===== src/rtl/instruction_fetch_if.sv =====
// instruction_fetch_if: instruction-memory handshake, decode-side queue head and redirect signals
interface instruction_fetch_if #(parameter int PC_WIDTH = 32);
  logic                imemReq;
  logic [PC_WIDTH-1:0] imemAddr;
  logic                imemAck;
  logic [31:0]         imemData;
  logic [31:0]         instruction;
  logic [PC_WIDTH-1:0] instructionPC;
  logic                instructionValid;
  logic                decodeReady;
  logic                redirectValid;
  logic [PC_WIDTH-1:0] redirectTarget;
  modport master (
    output imemReq, imemAddr, instruction, instructionPC, instructionValid,
    input  imemAck, imemData, decodeReady, redirectValid, redirectTarget
  );
  modport slave (
    input  imemReq, imemAddr, instruction, instructionPC, instructionValid,
    output imemAck, imemData, decodeReady, redirectValid, redirectTarget
  );
endinterface


===== src/rtl/instruction_fetch.sv =====
// instruction_fetch: PC, req/ack fetch FSM and small instruction FIFO feeding decode
module instruction_fetch #(
  parameter int                  PC_WIDTH    = 32,
  parameter logic [PC_WIDTH-1:0] RESET_PC    = '0,
  parameter int                  QUEUE_DEPTH = 2
) (
  input logic                  clock,
  input logic                  resetN,
  instruction_fetch_if.master  bus
);
  localparam int AW = $clog2(QUEUE_DEPTH);
  localparam logic [AW:0] DEPTH = (AW+1)'(QUEUE_DEPTH);
  typedef enum logic [1:0] {IDLE, WAIT, DISCARD} state_t;
  state_t              r_state, w_state_nxt;
  logic [PC_WIDTH-1:0] r_pc, w_pc_nxt, r_addr, w_addr_nxt, w_pc_inc, w_target;
  logic                r_req, w_req_nxt;
  logic [31:0]         r_data [QUEUE_DEPTH];
  logic [PC_WIDTH-1:0] r_ipc  [QUEUE_DEPTH];
  logic [AW-1:0]       r_wr, r_rd;
  logic [AW:0]         r_count, w_count_nxt;
  logic                w_push, w_pop, w_redir, w_valid;
  assign w_redir     = bus.redirectValid;
  assign w_target    = bus.redirectTarget & ~PC_WIDTH'(3);
  assign w_pc_inc    = r_pc + PC_WIDTH'(4);
  assign w_valid     = r_count != '0;
  assign w_push      = r_state == WAIT && bus.imemAck && !w_redir;
  assign w_pop       = w_valid && bus.decodeReady && !w_redir;
  assign w_count_nxt = w_redir ? '0 : r_count + (AW+1)'(w_push) - (AW+1)'(w_pop);
  assign bus.imemReq          = r_req;
  assign bus.imemAddr         = r_addr;
  assign bus.instructionValid = w_valid;
  assign bus.instruction      = w_valid ? r_data[r_rd] : '0;
  assign bus.instructionPC    = w_valid ? r_ipc[r_rd] : '0;
  // a request already presented cannot be withdrawn, so a redirect without ack waits it out in DISCARD
  always_comb begin
    w_state_nxt = r_state;
    w_req_nxt   = r_req;
    w_addr_nxt  = r_addr;
    w_pc_nxt    = r_pc;
    if (w_redir) begin
      w_pc_nxt = w_target;
      if (r_state == IDLE || bus.imemAck) begin
        w_state_nxt = IDLE;
        w_req_nxt   = 1'b0;
      end else w_state_nxt = DISCARD;
    end else if (r_state == IDLE) begin
      if (r_count < DEPTH) begin
        w_state_nxt = WAIT;
        w_req_nxt   = 1'b1;
        w_addr_nxt  = r_pc;
      end
    end else if (bus.imemAck) begin
      w_req_nxt   = r_state == WAIT && w_count_nxt < DEPTH;
      w_state_nxt = w_req_nxt ? WAIT : IDLE;
      if (r_state == WAIT) begin
        w_pc_nxt   = w_pc_inc;
        w_addr_nxt = w_pc_inc;
      end
    end
  end
  always_ff @(posedge clock or negedge resetN) begin
    if (!resetN) begin
      r_state <= IDLE;
      r_pc    <= RESET_PC;
      r_addr  <= RESET_PC;
      r_req   <= 1'b0;
      r_wr    <= '0;
      r_rd    <= '0;
      r_count <= '0;
    end else begin
      r_state <= w_state_nxt;
      r_pc    <= w_pc_nxt;
      r_addr  <= w_addr_nxt;
      r_req   <= w_req_nxt;
      r_wr    <= w_redir ? '0 : r_wr + AW'(w_push);
      r_rd    <= w_redir ? '0 : r_rd + AW'(w_pop);
      r_count <= w_count_nxt;
    end
  end
  always_ff @(posedge clock) begin
    if (w_push) begin
      r_data[r_wr] <= bus.imemData;
      r_ipc[r_wr]  <= r_addr;
    end
  end
  a_no_overflow: assert property (@(posedge clock) disable iff (!resetN)
    !(w_push && !w_pop && r_count == DEPTH));
endmodule


===== src/flat_wrapper.sv =====
// flat-port wrapper written by rule: the top's interface ports become plain ports
module instruction_fetch_flat 
#(
  parameter int                  PC_WIDTH    = 32,
  parameter logic [PC_WIDTH-1:0] RESET_PC    = '0,
  parameter int                  QUEUE_DEPTH = 2
)
  (clock, resetN, bus_imemReq, bus_imemAddr, bus_instruction, bus_instructionPC, bus_instructionValid, bus_imemAck, bus_imemData, bus_decodeReady, bus_redirectValid, bus_redirectTarget);
  instruction_fetch_if #(.PC_WIDTH(PC_WIDTH)) bus_i ();
  input logic clock;
  input logic resetN;
  output wire logic [$bits(bus_i.imemReq)-1:0] bus_imemReq;
  output wire logic [$bits(bus_i.imemAddr)-1:0] bus_imemAddr;
  output wire logic [$bits(bus_i.instruction)-1:0] bus_instruction;
  output wire logic [$bits(bus_i.instructionPC)-1:0] bus_instructionPC;
  output wire logic [$bits(bus_i.instructionValid)-1:0] bus_instructionValid;
  input wire logic [$bits(bus_i.imemAck)-1:0] bus_imemAck;
  input wire logic [$bits(bus_i.imemData)-1:0] bus_imemData;
  input wire logic [$bits(bus_i.decodeReady)-1:0] bus_decodeReady;
  input wire logic [$bits(bus_i.redirectValid)-1:0] bus_redirectValid;
  input wire logic [$bits(bus_i.redirectTarget)-1:0] bus_redirectTarget;
  assign bus_imemReq = bus_i.imemReq;
  assign bus_imemAddr = bus_i.imemAddr;
  assign bus_instruction = bus_i.instruction;
  assign bus_instructionPC = bus_i.instructionPC;
  assign bus_instructionValid = bus_i.instructionValid;
  assign bus_i.imemAck = bus_imemAck;
  assign bus_i.imemData = bus_imemData;
  assign bus_i.decodeReady = bus_decodeReady;
  assign bus_i.redirectValid = bus_redirectValid;
  assign bus_i.redirectTarget = bus_redirectTarget;
  instruction_fetch #(.PC_WIDTH(PC_WIDTH), .RESET_PC(RESET_PC), .QUEUE_DEPTH(QUEUE_DEPTH)) u_core (.clock(clock), .resetN(resetN), .bus(bus_i));
endmodule

===== config.mk =====
export PLATFORM = sky130hd
export DESIGN_NAME = instruction_fetch_flat
export DESIGN_NICKNAME = d
export VERILOG_FILES = /design/src/rtl/instruction_fetch_if.sv /design/src/rtl/instruction_fetch.sv /design/src/flat_wrapper.sv
export SDC_FILE = /design/constraint.sdc
export NUM_CORES = 1
export LEC_CHECK = 0
export BUFFER_PORTS_ARGS = -buffer_cell sky130_fd_sc_hd__buf_4
export CORE_UTILIZATION = 40
export CTS_BUF_LIST = sky130_fd_sc_hd__clkbuf_16
export DETAILED_ROUTE_END_ITERATION = 16
export GPL_TIMING_DRIVEN = 0
export PLACE_DENSITY = 0.57
export SYNTH_ARGS = -nofsm -noshare
export SYNTH_HDL_FRONTEND = slang
export SYNTH_SLANG_ARGS = --single-unit

===== constraint.sdc =====
create_clock -name clock -period 8.35 [get_ports clock]
set_clock_uncertainty 0.05 [all_clocks]
set_input_delay 1.67 -clock clock [delete_from_list [all_inputs] [get_ports clock]]
set_output_delay 1.67 -clock clock [all_outputs]
set_load 0.01 [all_outputs]

==> impl_metrics.json, run 1 <==
{
  "slew_headroom_pct": 34.0,
  "outcome": "completed",
  "crit_fanout": 10,
  "cts-hold-fix-buffers": 0,
  "die-area_um2": 21400,
  "worstSetupPathType": "reg -> out",
  "post-place-ws_ns": 4.09,
  "die_y_um": 146,
  "synth_top_cell_by_area": "edfxtp_1",
  "rsz0062_at_grt": "false",
  "finalWeightedCongestion": 0.850,
  "clk_pin_slew_worst_paths_ns": 0.07,
  "grt_pass1_vias": 5771,
  "drv_slew": 0,
  "die_x_um": 146,
  "fin_crit_ns": 4.09,
  "holdCritStartpoint": "u_core.bus.imemAddr[6]$_DFFE_PN0P_",
  "leakage_nw": 4.03,
  "root_buffer": "clkbuf_16",
  "reg2reg_depth": 12,
  "timing.rr.end": "u_core.r_state[0]$_DFFE_PN0P_",
  "yosysWarnings": 0,
  "clk_latency_ns": 0.43,
  "synth_area_um2": 8320,
  "syn_inst": 677,
  "initial_utilization_pct": 41.0,
  "setup_ws_ns": 4.26,
  "ant_nets": 0,
  "avgRoutedWirePerCell_um": 17.0,
  "drt_wl_total_mm": 19.4,
  "vias": 5679,
  "p_total_mw": 2.40,
  "grt_pass1_wl_mm": 30.8,
  "firstDrtPassIters": 4,
  "layout.nets": 933,
  "cts.sinks": 191,
  "irDropWorstVdd_mv": 0.142,
  "grt_max_degree": 68,
  "synth_cell_types": 41,
  "syn_avg_cell_area_um2": 12.3,
  "maxCapViolCount": 0,
  "async_flop_share_pct": 35.1,
  "numPortBuffers": 160,
  "required_ns": 6.63,
  "fill_cells": 1820,
  "min_path_type": "reg -> reg",
  "fin_area_um2": 10500,
  "rows": 52,
  "ys_seq_area_share_pct": 64.9,
  "grt.overflow.total": 0,
  "hpwl_mm": 13.5,
  "timing.hold.ws_ns": 0.450,
  "cp.arrival_ns": 2.37,
  "first_iter_violations": 302,
  "post-route-util_pct": 51.6,
  "ios": 167,
  "ys_seq_elements": 191,
  "worst_pin_slew_ns": 0.987,
  "place_area_um2": 9900,
  "instances_no_fill": 1142,
  "fmax_mhz": 244,
  "htreeDepth": 4,
  "antenna_found_initial": 0,
  "cts_resized": 0,
  "cts_buffer_depth": 2,
  "cp-start-kind": "flip-flop",
  "yosys-top-cells-area": "edfxtp_1, dfrtp_1, mux2i_1, xor2_1, nand2_1",
  "post_cts_buffers": 0,
  "setup_viol": 0,
  "finalCritPeriodShare_pct": 49.0,
  "hold_viol": 0,
  "remaining_drc_errors": 0,
  "area_growth_pct": 25.9,
  "drive_above_1_share_pct": 24.8,
  "finalSetupTns_ns": 0,
  "cts_tree": "built",
  "min_to": "u_core.r_ipc[0][6]$_DFFE_PP_",
  "cts_buffers": 17,
  "reg2reg_setup_slack_ns": 5.45,
  "end_kind": "output port",
  "synth_edf_count": 124,
  "grt_usage_pct": 18.7,
  "post-place-cells": 1110,
  "synth_top_cell_area_share_pct": 44.8,
  "coreArea_um2": 20300,
  "holdPathStages": 0,
  "ys.flop_type": "edfxtp_1",
  "pwr_density_cell_nw_per_um2": 229,
  "vias_per_cell": 4.97,
  "diodes": 0,
  "reg2reg_from": "u_core.r_count[1]$_DFF_PN0_"
}
[cells by family after synthesis]
kind of cell             count (synthesis)  share of synthesized area, %
buffers and inverters                   50                          2.63
XOR/XNOR                                59                          6.21
multiplexers                            66                          7.97
other                                    1                        0.0451
flip-flops                             191                          64.9
AND/OR/NAND/NOR                        239                          13.3
AO/OA/AOI/OAI                           66                          4.15
adder cells (fa/ha/maj)                  5                         0.752
[worst max-delay path, cell delays in order (launching register included)]
cell and delay, ns:
dfrtp_1 0.32, clkbuf_1 0.49, buf_1 0.62, mux2i_1 0.29, nor2_1 0.07, buf_4 0.16
[final cells by class]
cell class              count  area [um2]  area share (%)
flip-flops and latches    191        5400            51.6
multi-input cells         439        2740            26.1
repair buffers            160        1200            11.5
clock buffers              17         425            4.06
well taps                 270         338            3.23
plain buffers              44         196            1.88
clock inverters            15         153            1.46
inverters                   6        22.5           0.215
[registers in the layout, indices dropped and copies added, names as in the netlist]
signal               cells
u_core.r_count           2
u_core.r_data           64
u_core.r_rd              1
u_core.bus.imemReq       1
u_core.r_state           2
u_core.r_ipc            60
u_core.r_pc             30
u_core.r_wr              1
u_core.bus.imemAddr     30
[how the worst max path moves through the flow]
stage,start,end,slack (ns),depth (start not counted)
floorplan,bus_redirectValid,u_core.r_data[1][0]$_DFFE_PP_,4.09,4
global placement,bus_redirectValid,u_core.r_ipc[1][16]$_DFFE_PP_,2.73,5
detailed placement,bus_redirectValid,u_core.r_state[0]$_DFFE_PN0P_,4.09,12
CTS,u_core.r_rd$_DFF_PN0_,bus_instructionPC[16],4.16,5
global route,u_core.r_rd$_DFF_PN0_,bus_instruction[23],4.06,5
finish,u_core.r_rd$_DFF_PN0_,bus_instructionPC[29],4.26,5
[where the power goes]
group          leakage, nW  switching [mW]  internal, mW
Combinational         1.77           0.236         0.195
Clock                0.293           0.356         0.442
Sequential            1.96          0.0643          1.10
Total                 4.03           0.656          1.74
[cell usage after synthesis (3+ instances only)]
master,count
nand4_1,14
clkbuf_1,21
buf_2,11
dfrtp_1,67
nor3_1,4
ha_1,5
mux2i_1,64
nor4_1,8
nor2_1,84
xor2_1,42
and4_1,5
edfxtp_1,124
nand3_1,21
buf_1,6
nand2_1,85
inv_1,6
xnor2_1,17
o21ai_0,60
nand3b_1,3
buf_4,4
[routing by layer]
layer	wire (um)	GRT usage (%)
met1	8600	24.3
met2	9750	32.0
met3	890	3.31
met4	202	5.42
met5	0	0
[cell usage in the layout (no fill, tap or decap), drive strengths merged, types with 2 or more instances in the layout]
cell type / count
nand4: 16
nand2b: 2
mux2i: 64
and3: 2
nand3: 22
ha: 5
inv: 12
o21ai: 60
edfxtp: 124
nor3: 5
buf: 181
bufinv: 2
nand3b: 3
nor2: 84
and4: 5
xor2: 42
nand2: 85
xnor2: 17
clkbuf: 40
nor4: 10
conb: 4
o211ai: 2
clkinv: 6
mux2: 2
dfrtp: 67
No activity file was read; power rests on OpenSTA's default activity.
==> inputs of run 2 (changes only) <==
- ABC_AREA: default -> 1
- clock period: 8.35 -> 3.92 ns (I/O delays scaled with it)
==> run 2 against run 1 <==
Hold slack got worse by 0.043 ns. Final area increased by 2.8%. Sequential share of layout area decreased by 1.4 points. Routed wire length increased by 9.8%. Global-route usage increased by 1.3 points. Core utilization decreased by 0.39 points. Register-to-register slack got worse by 4.2 ns. Die area increased by 3.3%. Cell count increased by 20%. Area after synthesis increased by 3.3%.
==> impl_metrics.json, run 2 <==
{
  "drive_above_1_share_pct": 21.0,
  "drt_wl_total_mm": 21.4,
  "setup_viol": 0,
  "cts.sinks": 191,
  "ant_nets": 0,
  "reg_top3": "u_core.r_data: 64 flops, u_core.r_ipc: 60 flops",
  "fin_crit_ns": 3.15,
  "rows": 53,
  "vias": 6530,
  "firstDrtPassIters": 5,
  "drv_slew": 0,
  "seq_area_um2": 5400,
  "grt_usage_pct": 20.0,
  "rsz0062_at_grt": "false",
  "cts-hold-fix-buffers": 0,
  "hold_viol": 0,
  "antenna_found_initial": 0,
  "die-area_um2": 22100,
  "post-place-ws_ns": 0.709,
  "regMostFlops": "u_core.r_data",
  "grt_pass1_vias": 6078,
  "largest_reg_flops": 64,
  "clkPwrFrac_pct": 30.0,
  "end_kind": "output port",
  "outcome": "completed",
  "grt_max_degree": 68,
  "worstSetupPathType": "reg -> out",
  "area_growth_pct": 25.2,
  "initial_utilization_pct": 40.9,
  "power_frac_seq_pct": 47.0,
  "fill_cells": 2016,
  "maxCapViolCount": 0,
  "layout.nets": 1160,
  "pwr_density_cell_nw_per_um2": 530,
  "coreArea_um2": 21000,
  "die_x_um": 149,
  "finalCritPeriodShare_pct": 80.5,
  "fmax_mhz": 317,
  "ios": 167,
  "p_total_mw": 5.70,
  "finalWeightedCongestion": 0.936,
  "most-common-layout-cells": "nand2_1, buf_4, edfxtp_1, a21oi_1, dfrtp_1",
  "root_buffer": "clkbuf_16",
  "async_flop_share_pct": 35.1,
  "cp_slowest_cell": "nor2_1",
  "vias_per_cell": 4.75,
  "remaining_drc_errors": 0,
  "ys_seq_elements": 191,
  "ys.flop_type": "edfxtp_1",
  "cp.arrival_ns": 2.32,
  "syn_avg_cell_area_um2": 9.51,
  "ys_seq_area_share_pct": 62.8,
  "synth_area_um2": 8600,
  "final_common_cell": "nand2_1",
  "hpwl_mm": 15.4,
  "power_switching_mw": 1.80,
  "setup_ws_ns": 0.765,
  "cts_resized": 0,
  "grt_pass1_wl_mm": 33.2,
  "min_path_type": "in -> async",
  "yosys-top-cells-area": "edfxtp_1, dfrtp_1, nand2_1, a21oi_1, nand3_1",
  "htreeDepth": 4,
  "p_int_mw": 3.90,
  "p_comb_share_pct": 23.0,
  "numPortBuffers": 160,
  "clk_pin_slew_worst_paths_ns": 0.07,
  "leakage_nw": 4.61,
  "multiInputGateArea_um2": 2840,
  "clk_latency_ns": 0.43,
  "syn_inst": 904,
  "crit_fanout": 10,
  "worst_pin_slew_ns": 0.895,
  "irDropWorstVdd_mv": 0.312,
  "cts_buffers": 17,
  "required_ns": 3.09,
  "yosys-top-cells-count": "nand2_1, edfxtp_1, a21oi_1",
  "synth_top_cell_by_area": "edfxtp_1",
  "synth_top_cell_area_share_pct": 43.3,
  "yosysWarnings": 0,
  "synth_cell_types": 31,
  "slew_headroom_pct": 40.4,
  "switching_share_pct": 31.6,
  "yosysMostFrequentCell": "nand2_1",
  "grt.overflow.total": 0,
  "post_cts_buffers": 0,
  "die_y_um": 149,
  "crit_chain": "nor2_1, clkbuf_1, a21oi_1, buf_4",
  "first_iter_violations": 508,
  "synth_edf_count": 124,
  "cpPeakStageDelay_ns": 0.63,
  "cts_tree": "built",
  "finalSetupTns_ns": 0,
  "avgRoutedWirePerCell_um": 15.5,
  "cts_buffer_depth": 2,
  "diodes": 0,
  "cp-start-kind": "flip-flop"
}
[run 2: path summary, 6_finish.rpt]
check	from	end	slack, ns	depth (start not counted)
hold / removal	resetN	u_core.r_pc[24]$_DFFE_PN0P_	0.41	1
setup / recovery	u_core.r_count[1]$_DFF_PN0_	bus_instructionPC[25]	0.77	4
setup reg to reg	u_core.r_count[1]$_DFF_PN0_	u_core.bus.imemReq$_DFFE_PN0P_	1.21	12
min in group clock	u_core.bus.imemReq$_DFFE_PN0P_	u_core.bus.imemReq$_DFFE_PN0P_	0.44	2
hold reg to reg	u_core.bus.imemReq$_DFFE_PN0P_	u_core.bus.imemReq$_DFFE_PN0P_	0.44	2
max in group asynchronous	resetN	u_core.bus.imemAddr[2]$_DFFE_PN0P_	2.84	1
[run 2: worst max-delay path: cells and delay by family (launching register included)]
| kind | cells | cell delay [ns] |
|---|---|---|
| AOI/OAI and AO/OA | 1 | 0.14 |
| and+or+nand+nor | 1 | 0.63 |
| buffers and inverters | 2 | 0.67 |
| DFF | 1 | 0.45 |
[run 2: layout make-up]
class                   count  share of cell area (%)
repair buffers            160                    11.2
clock inverters            15                    1.50
well taps                 275                    3.20
multi-input cells         624                    26.3
clock buffers              17                    3.95
flip-flops and latches    191                    50.2
inverters                  50                    1.74
plain buffers              42                    1.94
[run 2: cells by family after synthesis]
family	synth area share, %
AOI/OAI and AO/OA	9.14
adders and majority gates	0.728
DFF	62.8
and+or+nand+nor	21.7
buffers and inverters	4.61
other	0.0436
xor gates and xnor gates	0.917
[run 2: metrics by stage]
step                cell area, um2  util (%)  cells  hold slack [ns]
global route                 10800      51.2   1374            0.470
detailed placement           10200      48.4   1342            0.429
global placement             10200      48.3   1342            0.425
floorplan                     8610         -    907            0.437
finish                       10800      51.2   1374            0.407
CTS                          10800      51.2   1374            0.445
[run 2: power groups by stage]
stage          clock, mW  combinational [mW]  sequential (mW)
2_1_floorplan          0               0.636             2.71
3_3_place_gp           0                1.32             2.72
3_5_place_dp           0                1.33             2.73
4_1_cts             1.75                1.34             2.68
5_1_grt             1.82                1.46             2.72
6_report            1.71                1.31             2.68
[run 2: per-layer routing]
metal / part of all wire [%] / routed length, um / GRT usage [%] / vias to the layer above
li1: - / - / - / 3359
met1: 46 / 9740 / 27.3 / 2986
met2: 48 / 10200 / 32.5 / 167
met3: 5.3 / 1130 / 3.87 / 18
met4: 1.2 / 255 / 5.15 / 0
met5: 0 / 0 / 0 / -
==> inputs of run 3 (changes only) <==
- PLACE_DENSITY: 0.57 -> 0.59
- clock period: 3.92 -> 2.65 ns (I/O delays scaled with it)
==> run 3 against run 2 <==
Final area is 0.79% higher. Power grew 48%. Die area is the same. Hold slack worse by 0.26 ns. Via count rose by 1.7%. Sequential share of layout area shrank 0.39 points. Clock power rose by 46%. Critical path type unchanged. Largest power group unchanged.
==> impl_metrics.json, run 3 (synthesis gave the netlist of run 2 again) <==
{
  "drt_wl_total_mm": 22.0,
  "grt_pass1_wl_mm": 34.1,
  "clkPwrFrac_pct": 29.5,
  "fin_area_um2": 10900,
  "vias_per_cell": 4.82,
  "rsz0062_at_grt": "false",
  "reg_top3": "u_core.r_data: 64 flops, u_core.r_ipc: 60 flops",
  "cp_top_family": "buffers and inverters",
  "post-route-util_pct": 51.6,
  "setup_ws_ns": 0.124,
  "diodes": 0,
  "finalSetupTns_ns": 0,
  "area_growth_pct": 26.2,
  "rows": 53,
  "slew_headroom_pct": 39.5,
  "cp-start-kind": "flip-flop",
  "most-common-layout-cells": "nand2_1, buf_4, edfxtp_1, a21oi_1, dfrtp_1",
  "worstSetupPathType": "reg -> out",
  "regMostFlops": "u_core.r_data",
  "cp_slowest_cell": "dfrtp_1",
  "finalCritPeriodShare_pct": 95.3,
  "leakage_nw": 4.67,
  "p_int_mw": 5.76,
  "die_x_um": 149,
  "instances_no_fill": 1377,
  "initial_utilization_pct": 40.9,
  "root_buffer": "clkbuf_16",
  "vias": 6642,
  "grt_pass1_vias": 6223,
  "drive_above_1_share_pct": 22.5,
  "grt_usage_pct": 20.7,
  "firstDrtPassIters": 5,
  "coreArea_um2": 21000,
  "power_switching_mw": 2.66,
  "crit_buf_inv": 2,
  "largest_reg_flops": 64,
  "avgRoutedWirePerCell_um": 16.0,
  "die_y_um": 149,
  "outcome": "completed",
  "post-place-cells": 1342,
  "end_kind": "output port",
  "fmax_mhz": 396,
  "hpwl_mm": 15.5,
  "maxCapViolCount": 0,
  "layout.nets": 1163,
  "grt_max_degree": 68,
  "switching_share_pct": 31.6,
  "p_total_mw": 8.42,
  "clk_pin_slew_worst_paths_ns": 0.07,
  "cpPeakStageDelay_ns": 0.48,
  "cp.arrival_ns": 1.95,
  "finalWeightedCongestion": 0.907,
  "cts_buffers": 17,
  "htreeDepth": 4,
  "crit_fanout": 10,
  "hold_viol": 0,
  "timing.hold.ws_ns": 0.151,
  "remaining_drc_errors": 0,
  "clk_latency_ns": 0.43,
  "post-place-ws_ns": -0.356,
  "crit_chain": "nor2_4, clkbuf_1, a21oi_1, buf_4",
  "worst_pin_slew_ns": 0.908,
  "die-area_um2": 22100,
  "power_frac_seq_pct": 47.2,
  "fin_crit_ns": 2.53,
  "drv_slew": 0,
  "setup_viol": 0,
  "cts_tree": "built",
  "cts.sinks": 191,
  "min_path_type": "in -> async",
  "grt.overflow.total": 0,
  "cts_buffer_depth": 2,
  "antenna_found_initial": 0,
  "final_common_cell": "nand2_1",
  "first_iter_violations": 419,
  "ant_nets": 0,
  "numPortBuffers": 160,
  "required_ns": 2.07,
  "place_area_um2": 10200,
  "ios": 167,
  "cts-hold-fix-buffers": 0,
  "pwr_density_cell_nw_per_um2": 776,
  "p_comb_share_pct": 23.2,
  "irDropWorstVdd_mv": 0.507
}
run 3: power by group through the flow:
stage                     Combinational (mW)  Clock, mW  Sequential (mW)
after floorplan                        0.941          0             4.01
after CTS                               1.99       2.54             3.97
after global placement                  1.95          0             4.03
after global routing                    2.18       2.65             4.03
after detailed placement                1.97          0             4.03
final                                   1.96       2.49             3.98
run 3: final timing paths:
path                                           startpoint                        endpoint  slack [ns]  depth (start not counted)
hold reg to reg            u_core.bus.imemReq$_DFFE_PN0P_  u_core.bus.imemReq$_DFFE_PN0P_        0.45                          2
max in group asynchronous                          resetN     u_core.r_count[1]$_DFF_PN0_        1.78                          1
hold / removal                                     resetN     u_core.r_pc[24]$_DFFE_PN0P_        0.15                          1
setup reg to reg            u_core.r_state[1]$_DFFE_PN0P_   u_core.r_ipc[1][11]$_DFFE_PP_        0.18                          6
setup / recovery              u_core.r_count[1]$_DFF_PN0_           bus_instructionPC[11]        0.12                          4
min in group clock                       bus_imemData[29]  u_core.r_data[0][29]$_DFFE_PP_        0.23                          1
run 3: worst reg2reg max path: stages, from the launching register on:
cell and delay, ns:
dfrtp_1 0.39, inv_1 0.11, nand4_1 0.27, clkinv_1 0.28
buf_2 0.40, ha_4 0.39, buf_12 0.26
run 3: area by class of cell:
class	instances	area (um2)
inverters	50	190
repair buffers	164	1270
clock inverters	15	154
flip-flops and latches	191	5400
well taps	275	344
plain buffers	41	221
clock buffers	17	425
fillers	1952	10200
multi-input cells	624	2840
run 3: layer usage:
layer | track usage [%] | wire, um | vias up | share of wire [%]
li1 | - | - | 3369 | -
met1 | 27.2 | 9710 | 3064 | 44
met2 | 34.7 | 10700 | 187 | 49
met3 | 3.44 | 1160 | 22 | 5.3
met4 | 6.70 | 414 | 0 | 1.9
met5 | 0 | 0 | - | 0
run 3: timing repair:
item,in CTS,in global routing
pin swaps,2,0
buffers inserted,4,0
setup endpoints to repair,187,59
gates resized for setup,11,9
